[src/rtl/imm_encoder.sv]
// Immediate scatter encoder (inverse of the RISC-V immediate sign-extender) with a
// registered output and one-entry skid buffer. Optional counters: define IMM_ENC_STATS_EN.
module imm_encoder #(
  parameter int CNT_W = 16
) (
  input  logic             clk,
  input  logic             rst,
  input  logic             in_valid,
  output logic             in_ready,
  input  logic [31:0]      base_inst,
  input  logic [31:0]      imm,
  input  logic [2:0]       enc_op,
  output logic             out_valid,
  input  logic             out_ready,
  output logic [31:0]      inst,
  output logic             err,
  output logic [CNT_W-1:0] enc_cnt,
  output logic [CNT_W-1:0] err_cnt
);

  typedef enum logic [2:0] {
    OP_I = 3'b000,
    OP_S = 3'b001,
    OP_B = 3'b010,
    OP_U = 3'b011,
    OP_J = 3'b100
  } enc_op_e;

  typedef struct packed {
    logic [31:0] inst;
    logic        err;
  } result_t;

  // Sign-extension fit tests: the bits above the field's sign bit must all match it.
  logic fits_12, fits_13, fits_21;
  assign fits_12 = (imm[31:11] == '0) || (imm[31:11] == '1);
  assign fits_13 = (imm[31:12] == '0) || (imm[31:12] == '1);
  assign fits_21 = (imm[31:20] == '0) || (imm[31:20] == '1);

  result_t enc_res;

  // NOTE: every always_comb output gets a default first so no path can infer a latch.
  always_comb begin
    enc_res.inst = base_inst;
    enc_res.err  = 1'b1;
    case (enc_op)
      OP_I: begin
        enc_res.inst = {imm[11:0], base_inst[19:0]};
        enc_res.err  = ~fits_12;
      end
      OP_S: begin
        enc_res.inst = {imm[11:5], base_inst[24:12], imm[4:0], base_inst[6:0]};
        enc_res.err  = ~fits_12;
      end
      OP_B: begin
        enc_res.inst = {imm[12], imm[10:5], base_inst[24:12], imm[4:1], imm[11],
                        base_inst[6:0]};
        enc_res.err  = ~fits_13 | imm[0];
      end
      OP_U: begin
        enc_res.inst = {imm[31:12], base_inst[11:0]};
        enc_res.err  = (imm[11:0] != 12'd0);
      end
      OP_J: begin
        enc_res.inst = {imm[20], imm[10:1], imm[11], imm[19:12], base_inst[11:0]};
        enc_res.err  = ~fits_21 | imm[0];
      end
      default: begin
        enc_res.inst = base_inst;
        enc_res.err  = 1'b1;
      end
    endcase
  end

  result_t main_q, main_d, skid_q, skid_d;
  logic    main_vld_q, main_vld_d, skid_vld_q, skid_vld_d;
  logic    accept, drain;

  assign in_ready  = ~skid_vld_q;
  assign out_valid = main_vld_q;
  assign inst      = main_q.inst;
  assign err       = main_q.err;
  assign accept    = in_valid & in_ready;
  assign drain     = main_vld_q & out_ready;

  // The skid entry can only be full while in_ready is low, so accept and a full skid
  // never coincide; ordering follows from the skid always feeding main first.
  always_comb begin
    main_d     = main_q;
    main_vld_d = main_vld_q;
    skid_d     = skid_q;
    skid_vld_d = skid_vld_q;
    if (drain) begin
      if (skid_vld_q) begin
        main_d     = skid_q;
        skid_vld_d = 1'b0;
      end else if (accept) begin
        main_d = enc_res;
      end else begin
        main_vld_d = 1'b0;
      end
    end else if (accept) begin
      if (main_vld_q) begin
        skid_d     = enc_res;
        skid_vld_d = 1'b1;
      end else begin
        main_d     = enc_res;
        main_vld_d = 1'b1;
      end
    end
  end

  // NOTE: state registers use non-blocking assignments so all flops update together.
  always_ff @(posedge clk or posedge rst) begin
    if (rst) begin
      main_q     <= '0;
      main_vld_q <= 1'b0;
      skid_q     <= '0;
      skid_vld_q <= 1'b0;
    end else begin
      main_q     <= main_d;
      main_vld_q <= main_vld_d;
      skid_q     <= skid_d;
      skid_vld_q <= skid_vld_d;
    end
  end

`ifdef IMM_ENC_STATS_EN
  logic [CNT_W-1:0] enc_cnt_q, enc_cnt_d, err_cnt_q, err_cnt_d;

  always_comb begin
    enc_cnt_d = enc_cnt_q;
    err_cnt_d = err_cnt_q;
    if (drain) begin
      if (enc_cnt_q != '1) enc_cnt_d = enc_cnt_q + 1'b1;
      if (main_q.err && (err_cnt_q != '1)) err_cnt_d = err_cnt_q + 1'b1;
    end
  end

  always_ff @(posedge clk or posedge rst) begin
    if (rst) begin
      enc_cnt_q <= '0;
      err_cnt_q <= '0;
    end else begin
      enc_cnt_q <= enc_cnt_d;
      err_cnt_q <= err_cnt_d;
    end
  end

  assign enc_cnt = enc_cnt_q;
  assign err_cnt = err_cnt_q;
`else
  assign enc_cnt = '0;
  assign err_cnt = '0;
`endif

endmodule
[config.mk]
export PLATFORM = sky130hd
export DESIGN_NAME = imm_encoder
export DESIGN_NICKNAME = d
export VERILOG_FILES = /design/src/rtl/imm_encoder.sv
export SDC_FILE = /design/constraint.sdc
export NUM_CORES = 1
export LEC_CHECK = 0
export BUFFER_PORTS_ARGS = -buffer_cell sky130_fd_sc_hd__clkbuf_2
export CELL_PAD_IN_SITES_DETAIL_PLACEMENT = 1
export CELL_PAD_IN_SITES_GLOBAL_PLACEMENT = 1
export CORE_ASPECT_RATIO = 1.4
export CORE_MARGIN = 2
export CORE_UTILIZATION = 37
export CTS_CLUSTER_SIZE = 20
export DETAILED_ROUTE_END_ITERATION = 10
export MAX_ROUTING_LAYER = met4
export PLACE_DENSITY = 0.89
export SLEW_MARGIN = 0
export SYNTH_ARGS = -nofsm -noshare
export SYNTH_HDL_FRONTEND = slang
export SYNTH_SLANG_ARGS = --single-unit
[constraint.sdc]
create_clock -name clk -period 2.05 [get_ports clk]
set_input_delay 0.205 -clock clk [delete_from_list [all_inputs] [get_ports clk]]
set_output_delay 0.205 -clock clk [all_outputs]
set_load 0.1 [all_outputs]
==> impl_metrics.toml, run 1 <==
[status]
status = "completed"

[logic_synthesis]
synth_area_leaders = "dfrtp_1 (42%), nand2_1 (6.7%), buf_4 (6.4%)"
synthDistinctLibCells = 43
synth_top_cell_area_share = 0.415
synth_warnings = 0
syn_avg_cell_area_sq_um = 8.55
synth_seq_cells = 68
synth_async_sr_flop_share = 1.00
yosys.area.top_type = "dfrtp_1"
synth_edf_count = 0
synth_cells = 479
synth-main-ff-cell = "dfrtp_1"
seq_area_frac_synth = 0.415
syn-cell-area_sq_um = 4100

[timing]
finalCritPeriodShare = 0.798
slew_violations = 0
fmax_ghz = 0.611
fin_crit_ns = 1.64
rsz0062_at_grt = "no"
relSlewSlack = 0.621
finClkSkew_ns = 0.00264
tightest_slew_ns = 0.571
tns_ns = 0
hold_viol_final = 0
finalSetupViolations = 0

[critical_path]
worstReg2RegStart = "out_valid"
path_class = "reg -> reg"
cp.arrival_ns = 1.91
path_cells = "nand2_1 > or3_1 > buf_4 > a211oi_1 > a21o_1"
crit_start = "out_valid"
crit_required_ns = 2.32
cpMaxStageDelayCell = "dfrtp_2"
rrSetupSlack_ns = 0.41
cp_num_buf_inv = 1
crit_family = "flip-flops"
critPathCaptureType = "flop"
slowest_delay_ns = 0.45
crit_fanout = 58
crit_path_start_kind = "flop"

[pwr]
total_power_w = 0.00880
p_leak_nw = 2.42
p_clk_frac = 0.169
p_per_area_nw_per_um2 = 1790
vdd_ir_drop_max_mv = 0.628
p_sw_frac = 0.559
pwr-share-comb = 0.557
p_sw_w = 0.00492
pwr-share-seq = 0.274
intPower_w = 0.00388

[cts]
cts_buffer_depth = 2
cts_sinks = 68
htreeDepth = 3
cts_tree = "yes"
cts_root_buf = "clkbuf_16"
cts_inserted_buffers = 9
clk_pin_slew_ns = 0.05
cts_resized = 0
clkLatencyLatePin_ns = 0.34

[placement]
portBuffers = 105
placed_cell_area_sq_um = 4630
dp_hpwl_mm = 9.37
place_congestion = 0.850
dp_cells = 700

[layout]
area.growth.synth_to_final_pct = 20.3
final_cell_count_no_fill = 716
final_common_cell = "clkbuf_2"
fin_nets = 642
final_core_util = 0.456
drive_gt1_frac = 0.243
stdcell_area_sq_um = 4930
regArea_sq_um = 1700
multi_input_area_sq_um = 2050
fillers = 1357
diodes = 0
final_cell_mix = "clkbuf_2 (105), nand2_1 (73), dfrtp_1 (67)"

[global_routing]
grt_pass1_wl_mm = 19.8
overflow = 0
grt_usage = 0.218
grt_antenna_before_repair = 0
grt_max_degree = 59
grt_pass1_vias = 3870

[die]
die_height_um = 129
coreArea_sq_um = 10800
start_util = 0.379
dieWidth_um = 92.9
design.die.area_sq_um = 11900
pin_count = 138
row_count = 45

[job]
maxCapViolCount = 0

[detailed_routing]
final_antenna_net_count = 0
viasPerCell = 5.40
route.vias.total = 3864
wl_per_cell_um = 17.3
drt_wl_total_mm = 12.4
dr.pass1.iters = 4
first_iter_violations = 196
drc = 0

[worst_hold_path]
hold_path.class = "in -> reg"
worstHoldStart = "base_inst[4]"
==> final cells by class <==
class / count / share of cell area
inverter: 6 / 0.00457
clock inverter: 1 / 0.00102
tap: 141 / 0.0358
sequential: 68 / 0.346
multi-input combinational: 367 / 0.417
timing repair buffer: 119 / 0.139
clock buffer: 14 / 0.0576
==> repair_timing <==
| action | 4_1_cts | 5_1_grt |
|---|---|---|
| endpoints found under the hold margin | 11 | 0 |
| buffers inserted | 0 | 0 |
| hold buffers | 1 | 0 |
==> flip-flops by register name, summed over array words and instances, names as in the netlist <==
| name | flops |
|---|---|
| out_valid | 1 |
| skid_vld_q | 1 |
| err | 1 |
| inst | 32 |
| skid_q | 33 |
==> cell usage after synthesis, types with 9 or more instances <==
cell type	instances
nand2_1	73
nor2_1	45
a21oi_1	11
nor4_1	9
nor2b_1	11
buf_2	16
nor3b_1	15
dfrtp_1	68
mux2i_1	10
a21o_1	24
o21ai_0	45
buf_4	35
clkbuf_1	14
a211oi_1	32
==> cell families (layout without fill, tap and decap cells) <==
group	Yosys count	after routing	share of synthesized area
other	1	32	0.000915
adder cells (fa/ha/maj)	1	1	0.00244
buffers and inverters	75	140	0.113
AND/OR/NAND/NOR	175	175	0.201
flip-flops	68	68	0.415
XOR/XNOR	1	1	0.00214
multiplexers	10	10	0.0244
AO/OA/AOI/OAI	148	148	0.240
==> tightest hold or removal path: stages <==
cell,delay [ns]
clkbuf_2,0.09
nand2_1,0.05
nand2_1,0.05
==> worst paths after layout <==
kind                              end  cells past startpoint
max                        skid_q[22]                      5
min                         skid_q[5]                      3
max reg2reg                skid_q[22]                      5
min reg2reg                  inst[27]                      1
max in group asynchronous   out_valid                      4
min in group asynchronous    inst[16]                      3
==> power groups by stage <==
stage / sequential [W] / clock [W] / combinational, W
5_1_grt: 0.00249 / 0.00156 / 0.00517
2_1_floorplan: 0.00471 / 0 / 0.00169
4_1_cts: 0.00241 / 0.00150 / 0.00494
3_3_place_gp: 0.00238 / 0 / 0.00480
3_5_place_dp: 0.00243 / 0 / 0.00492
6_report: 0.00241 / 0.00149 / 0.00490
==> layer usage <==
layer / track usage / vias to the layer above / routed length [um]
met5: - / - / 0
met4: 0.0839 / 0 / 291
met3: 0.0304 / 18 / 593
met2: 0.374 / 135 / 6420
met1: 0.259 / 1886 / 5110
li1: - / 1825 / -
==> metrics by stage <==
step                hold slack, ns  worst slack, ns
floorplan                    0.310          -0.0179
global placement             0.144            0.250
detailed placement           0.149            0.184
CTS                         0.0775            0.399
global route                0.0976            0.297
finish                      0.0913            0.414
(Power assumes the default switching activity.)
==> run 2, diff against run 1 <==
Clock period 2.05 ns to 1.6 ns, I/O delays scaled along.
==> run 2 against run 1 <==
Worst hold slack worse by 0.042 ns. Utilization is 2.4 points higher. Cell area is 5.3% higher. Non-clock buffer count is 15 higher. Highest routed layer unchanged. Global-route usage is 1.6 points higher. Sequential power is 29% higher. Sequential share of layout area is 1.7 points lower. Largest power group unchanged. Flip-flop and latch count stayed put. Clock skew is 0.0063 ns higher.
==> impl_metrics.toml, run 2 (same netlist as run 1, synthesis figures left out) <==
[status]
status = "completed"

[critical_path]
crit_path_end = "in_ready"
crit_start = "skid_vld_q"
cp.depth = 2
reg2regPathDepth = 5
cpMaxStageDelayCell = "dfrtp_2"
critPathCaptureType = "output pin"
worstReg2RegStart = "skid_vld_q"
rr_endpoint = "inst[17]"
crit_family = "buffers and inverters"
slowest_delay_ns = 0.47
rrSetupSlack_ns = 0.07
path_class = "reg -> out"
crit_required_ns = 1.44
path_cells = "inv_1 > clkbuf_2"
crit_fanout = 8
crit_path_start_kind = "flop"
cp_num_buf_inv = 2
cp.arrival_ns = 1.38

[timing]
finalSetupViolations = 0
fin_crit_ns = 1.54
rsz0062_at_grt = "no"
tightest_slew_ns = 0.562
slew_violations = 0
finalCritPeriodShare = 0.960
finClkSkew_ns = 0.00889
hold_viol_final = 0
fmax_ghz = 0.651
holdWs_ns = 0.0492
relSlewSlack = 0.627
tns_ns = 0

[cts]
cts_sinks = 68
cts_buffer_depth = 2
clk_pin_slew_ns = 0.06
clkLatencyLatePin_ns = 0.34
cts_root_buf = "clkbuf_16"
cts_inserted_buffers = 9
htreeDepth = 3
cts_tree = "yes"

[placement]
portBuffers = 105
dp_cells = 713
placed_cell_area_sq_um = 4790
dp_hpwl_mm = 9.86
place_congestion = 0.892

[die]
coreArea_sq_um = 10800
start_util = 0.379
design.die.area_sq_um = 11900
row_count = 45
dieWidth_um = 92.9
die_height_um = 129
pin_count = 138

[pwr]
vdd_ir_drop_max_mv = 1.46
p_leak_nw = 2.53
p_per_area_nw_per_um2 = 2310

[layout]
fillers = 1334
stdcell_area_sq_um = 5190
final_cell_count_no_fill = 732
largest_reg_flops = 33
area.growth.synth_to_final_pct = 26.7
final_core_util = 0.480
final_cell_mix = "clkbuf_2 (105), nand2_1 (73), dfrtp_1 (66)"
largest_register = "skid_q"
diodes = 0
final_common_cell = "clkbuf_2"
drive_gt1_frac = 0.281
fin_nets = 657

[global_routing]
grt_usage = 0.234
grt_pass1_wl_mm = 21.2
overflow = 0
grt_max_degree = 59
grt_antenna_before_repair = 0
grt_pass1_vias = 4302

[detailed_routing]
wl_per_cell_um = 18.5
drt_wl_total_mm = 13.5
final_antenna_net_count = 0
first_iter_violations = 209
viasPerCell = 5.58
route.vias.total = 4085
drc = 0
dr.pass1.iters = 4

[job]
maxCapViolCount = 0

[worst_hold_path]
hold_path.class = "in -> reg"
## run 2: changes by cell type in the layout (fill, tap and decap cells not counted), moves of 2 or more
cell       previous run  this run
buf_4                 9        21
a211oi_1             32        27
a211oi_2              0         5
clkbuf_8              4         0
clkinv_4              0         4
bufinv_16             0         3
buf_12                4         6
## run 2: repair_timing
item                                    in CTS  in global routing
endpoints found under the setup margin       2                 10
cloned                                       0                  1
hold buffers                                 1                  0
setup buffers                                0                  1
gates resized for setup                      1                  2
endpoints found under the hold margin       18                  0
## run 2: through the flow
stage / worst slack (ns) / power (W)
6_report: 0.0635 / 0.0120
5_1_grt: 0.00593 / 0.0126
4_1_cts: 0.0193 / 0.0120
3_5_place_dp: -0.0797 / 0.00953
3_3_place_gp: -0.0378 / 0.00930
2_1_floorplan: -0.116 / 0.00834
## run 2: cell type report
cell class / instances / area, sq um / area share
Clock buffer: 9 / 225 / 0.0434
Sequential cell: 68 / 1710 / 0.329
Inverter: 6 / 26.3 / 0.00506
Clock inverter: 7 / 125 / 0.0241
Multi-Input combinational cell: 367 / 2090 / 0.403
Tap cell: 141 / 176 / 0.0340
Timing Repair Buffer: 134 / 838 / 0.162
## run 2: tightest hold or removal path: stages
cell and delay [ns]:
clkbuf_2 0.10, nand2_1 0.05, nand2_1 0.05
## run 2: how the worst min path moves through the flow
stage	from	endpoint	slack [ns]	cells after the start
floorplan	base_inst[0]	skid_q[1]	0.27	2
global placement	rst	inst[16]	0.20	2
detailed placement	rst	inst[16]	0.20	2
CTS	base_inst[4]	skid_q[5]	0.03	3
global route	base_inst[3]	skid_q[4]	0.05	3
finish	base_inst[3]	skid_q[4]	0.05	3
## run 2: per-layer routing
layer  wire length, um  part of all wire  track usage
met5                 0                 0            -
met4               435             0.032        0.105
met3               676             0.050       0.0463
met2              7390              0.55        0.424
met1              5040              0.37        0.242
## run 2: power by group
part           internal [W]  switching [W]  total (W)
combinational       0.00136        0.00518    0.00654
sequential          0.00257       0.000536    0.00311
clock               0.00153       0.000829    0.00236
==> run 3, diff against run 2 <==
Settings changed: ABC_AREA from default to 1, CORE_UTILIZATION 37 to 35, GPL_TIMING_DRIVEN from default to 0, PLACE_DENSITY 0.89 to 0.88.
==> run 3 against run 2 <==
Die area rose by 1.2%. Largest cell class unchanged. Count of clock-buffer cells in the layout rose by 3. Combinational power fell by 2%. Largest power group unchanged. Register-to-register slack got worse by 0.03 ns. Utilization fell by 0.46 points. Fmax fell by 1.5%. Sequential power fell by 2%. Total power fell by 4.9%. Area after synthesis fell by 4.2%.
==> impl_metrics.toml, run 3 <==
[cts]
cts_tree = "yes"
cts_sinks = 68
clk_pin_slew_ns = 0.06
clkLatencyLatePin_ns = 0.34
cts_root_buf = "clkbuf_16"
htreeDepth = 3
cts_buffer_depth = 2
cts_inserted_buffers = 9

[die]
die_height_um = 129
start_util = 0.361
dieWidth_um = 93.5
pin_count = 138
row_count = 45
design.die.area_sq_um = 12100
coreArea_sq_um = 10900

[logic_synthesis]
seq_area_frac_synth = 0.434
yosysMostFrequentCell = "nand2_1"
synthTopCellsByCount = "nand2_1 (177), dfrtp_1 (68), nor2_1 (64)"
synth_edf_count = 0
synth_warnings = 0
synth_top_cell_area_share = 0.434
synth_seq_cells = 68
syn_avg_cell_area_sq_um = 7.26
synth_async_sr_flop_share = 1.00
yosys.area.top_type = "dfrtp_1"
syn-cell-area_sq_um = 3930
synthDistinctLibCells = 30
synth_cells = 541
synth_area_leaders = "dfrtp_1 (43%), nand2_1 (17%), buf_4 (6.1%)"
synth-main-ff-cell = "dfrtp_1"

[pwr]
total_power_w = 0.0114
p_leak_nw = 2.79
p_per_area_nw_per_um2 = 2210
vdd_ir_drop_max_mv = 1.17

[detailed_routing]
drt_wl_total_mm = 13.2
viasPerCell = 4.95
first_iter_violations = 191
final_antenna_net_count = 0
dr.pass1.iters = 4
drc = 0
wl_per_cell_um = 15.7
route.vias.total = 4151

[placement]
dp_cells = 819
dp_hpwl_mm = 10.4
place_worst_setup_slack_ns = -0.122
portBuffers = 105
placed_cell_area_sq_um = 4780
place_congestion = 0.908

[global_routing]
grt_pass1_wl_mm = 21.0
grt_usage = 0.232
grt_pass1_vias = 4328
overflow = 0
grt_max_degree = 36
grt_antenna_before_repair = 0

[timing]
finalCritPeriodShare = 0.974
finalSetupViolations = 0
fmax_ghz = 0.641
holdWs_ns = 0.0504
relSlewSlack = 0.483
fin_crit_ns = 1.56
hold_viol_final = 0
slew_violations = 0
rsz0062_at_grt = "yes"
tightest_slew_ns = 0.773
finClkSkew_ns = 0.00368
setup_ws_ns = 0.0409

[critical_path]
crit_family = "compound AO/OA/AOI/OAI gates"
path_class = "reg -> reg"
crit_path_start_kind = "flop"
cp.arrival_ns = 1.83
slowest_delay_ns = 0.40
cpMaxStageDelayCell = "dfrtp_1"
timing.critical_path.mode_cell = "nand2_1"
crit_fanout = 10
reg2regPathDepth = 8
rr_endpoint = "inst[25]"
cp_num_buf_inv = 2
crit_required_ns = 1.87
rrSetupSlack_ns = 0.04
critPathCaptureType = "flop"
path_cells = "inv_4 > nand2_1 > o21a_1 > nor2_4 > buf_4 > o21ai_0 > a21o_1 > nand2_1"
worstReg2RegStart = "skid_vld_q"

[worst_hold_path]
whs_path_depth = 3
hold_end = "skid_q[3]"
worstHoldStart = "base_inst[2]"
hold_path.class = "in -> reg"

[layout]
stdcell_area_sq_um = 5170
final_cell_count_no_fill = 839
final_cell_mix = "nand2_1 (177), clkbuf_2 (111), dfrtp_1 (67)"
final_common_cell = "nand2_1"
fin_nets = 764
diodes = 0
largest_register = "skid_q"
drive_gt1_frac = 0.288
largest_reg_flops = 33
area.growth.synth_to_final_pct = 31.7

[job]
maxCapViolCount = 0

[status]
status = "completed"
## run 3: changes by cell type after synthesis, sizes merged, moves of 11 or more
cell,before,now
buf,55,42
inv,6,32
a21o,24,6
nand2,73,180
o21ai,48,61
nor3b,15,0
a211oi,32,0
nand3,2,26
nor2b,11,0
nor2,46,69
## run 3: metrics by stage
step / utilization / setup TNS (ns)
floorplan: - / 0
global placement: 0.438 / -0.0821
detailed placement: 0.440 / -0.982
CTS: 0.470 / 0
global route: 0.476 / -0.316
finish: 0.476 / 0
## run 3: timing repair
action,4_1_cts,5_1_grt
pin swaps,0,2
endpoints found under the hold margin,34,0
setup buffers,0,4
gates resized for setup,11,21
hold buffers,1,0
setup endpoints to repair,54,54
## run 3: layer usage
layer / share of wire / up-vias / GRT usage / wire, um
met5: 0 / - / - / 0
met4: 0.038 / 0 / 0.115 / 504
met3: 0.047 / 37 / 0.0331 / 614
met2: 0.52 / 131 / 0.411 / 6850
met1: 0.40 / 1987 / 0.252 / 5200
li1: - / 1996 / - / -
## run 3: worst max-delay path by stage
stage / startpoint / to / slack (ns) / cells past startpoint
after floorplan: out_valid / skid_q[26] / 0.003 / 8
after global placement: out_valid / err / -0.06 / 7
after detailed placement: out_valid / inst[5] / -0.12 / 6
after CTS: skid_vld_q / inst[26] / 0.02 / 8
after global routing: out_valid / skid_q[16] / -0.04 / 8
final: skid_vld_q / inst[25] / 0.04 / 8
## run 3: power by group
group	leakage, nW	internal (W)	total (W)	switching (W)
registers	0.827	0.00256	0.00304	0.000489
clock network	0.149	0.00128	0.00200	0.000715
logic	1.82	0.00123	0.00638	0.00515
## run 3: cell families after synthesis
| kind of cell | Yosys count | share of synthesized area |
|---|---|---|
| AND/OR/NAND/NOR | 281 | 0.295 |
| AO/OA/AOI/OAI | 105 | 0.153 |
| buffers and inverters | 86 | 0.118 |
| flip-flops | 68 | 0.434 |
| other | 1 | 0.000955 |
## run 3: worst min-delay path, stage by stage
cell and delay, ns:
clkbuf_2 0.09, nand2_1 0.05, nand2_1 0.06
## run 3: area by class of cell
| cell class | count | area, sq um |
|---|---|---|
| buffer | 53 | 368 |
| clock buffer | 12 | 256 |
| clock inverter | 4 | 47.5 |
| fill | 1418 | 5700 |
| inverter | 32 | 126 |
| multi-input combinational | 418 | 1900 |
| sequential | 68 | 1710 |
| tap | 141 | 176 |
| timing repair buffer | 111 | 586 |
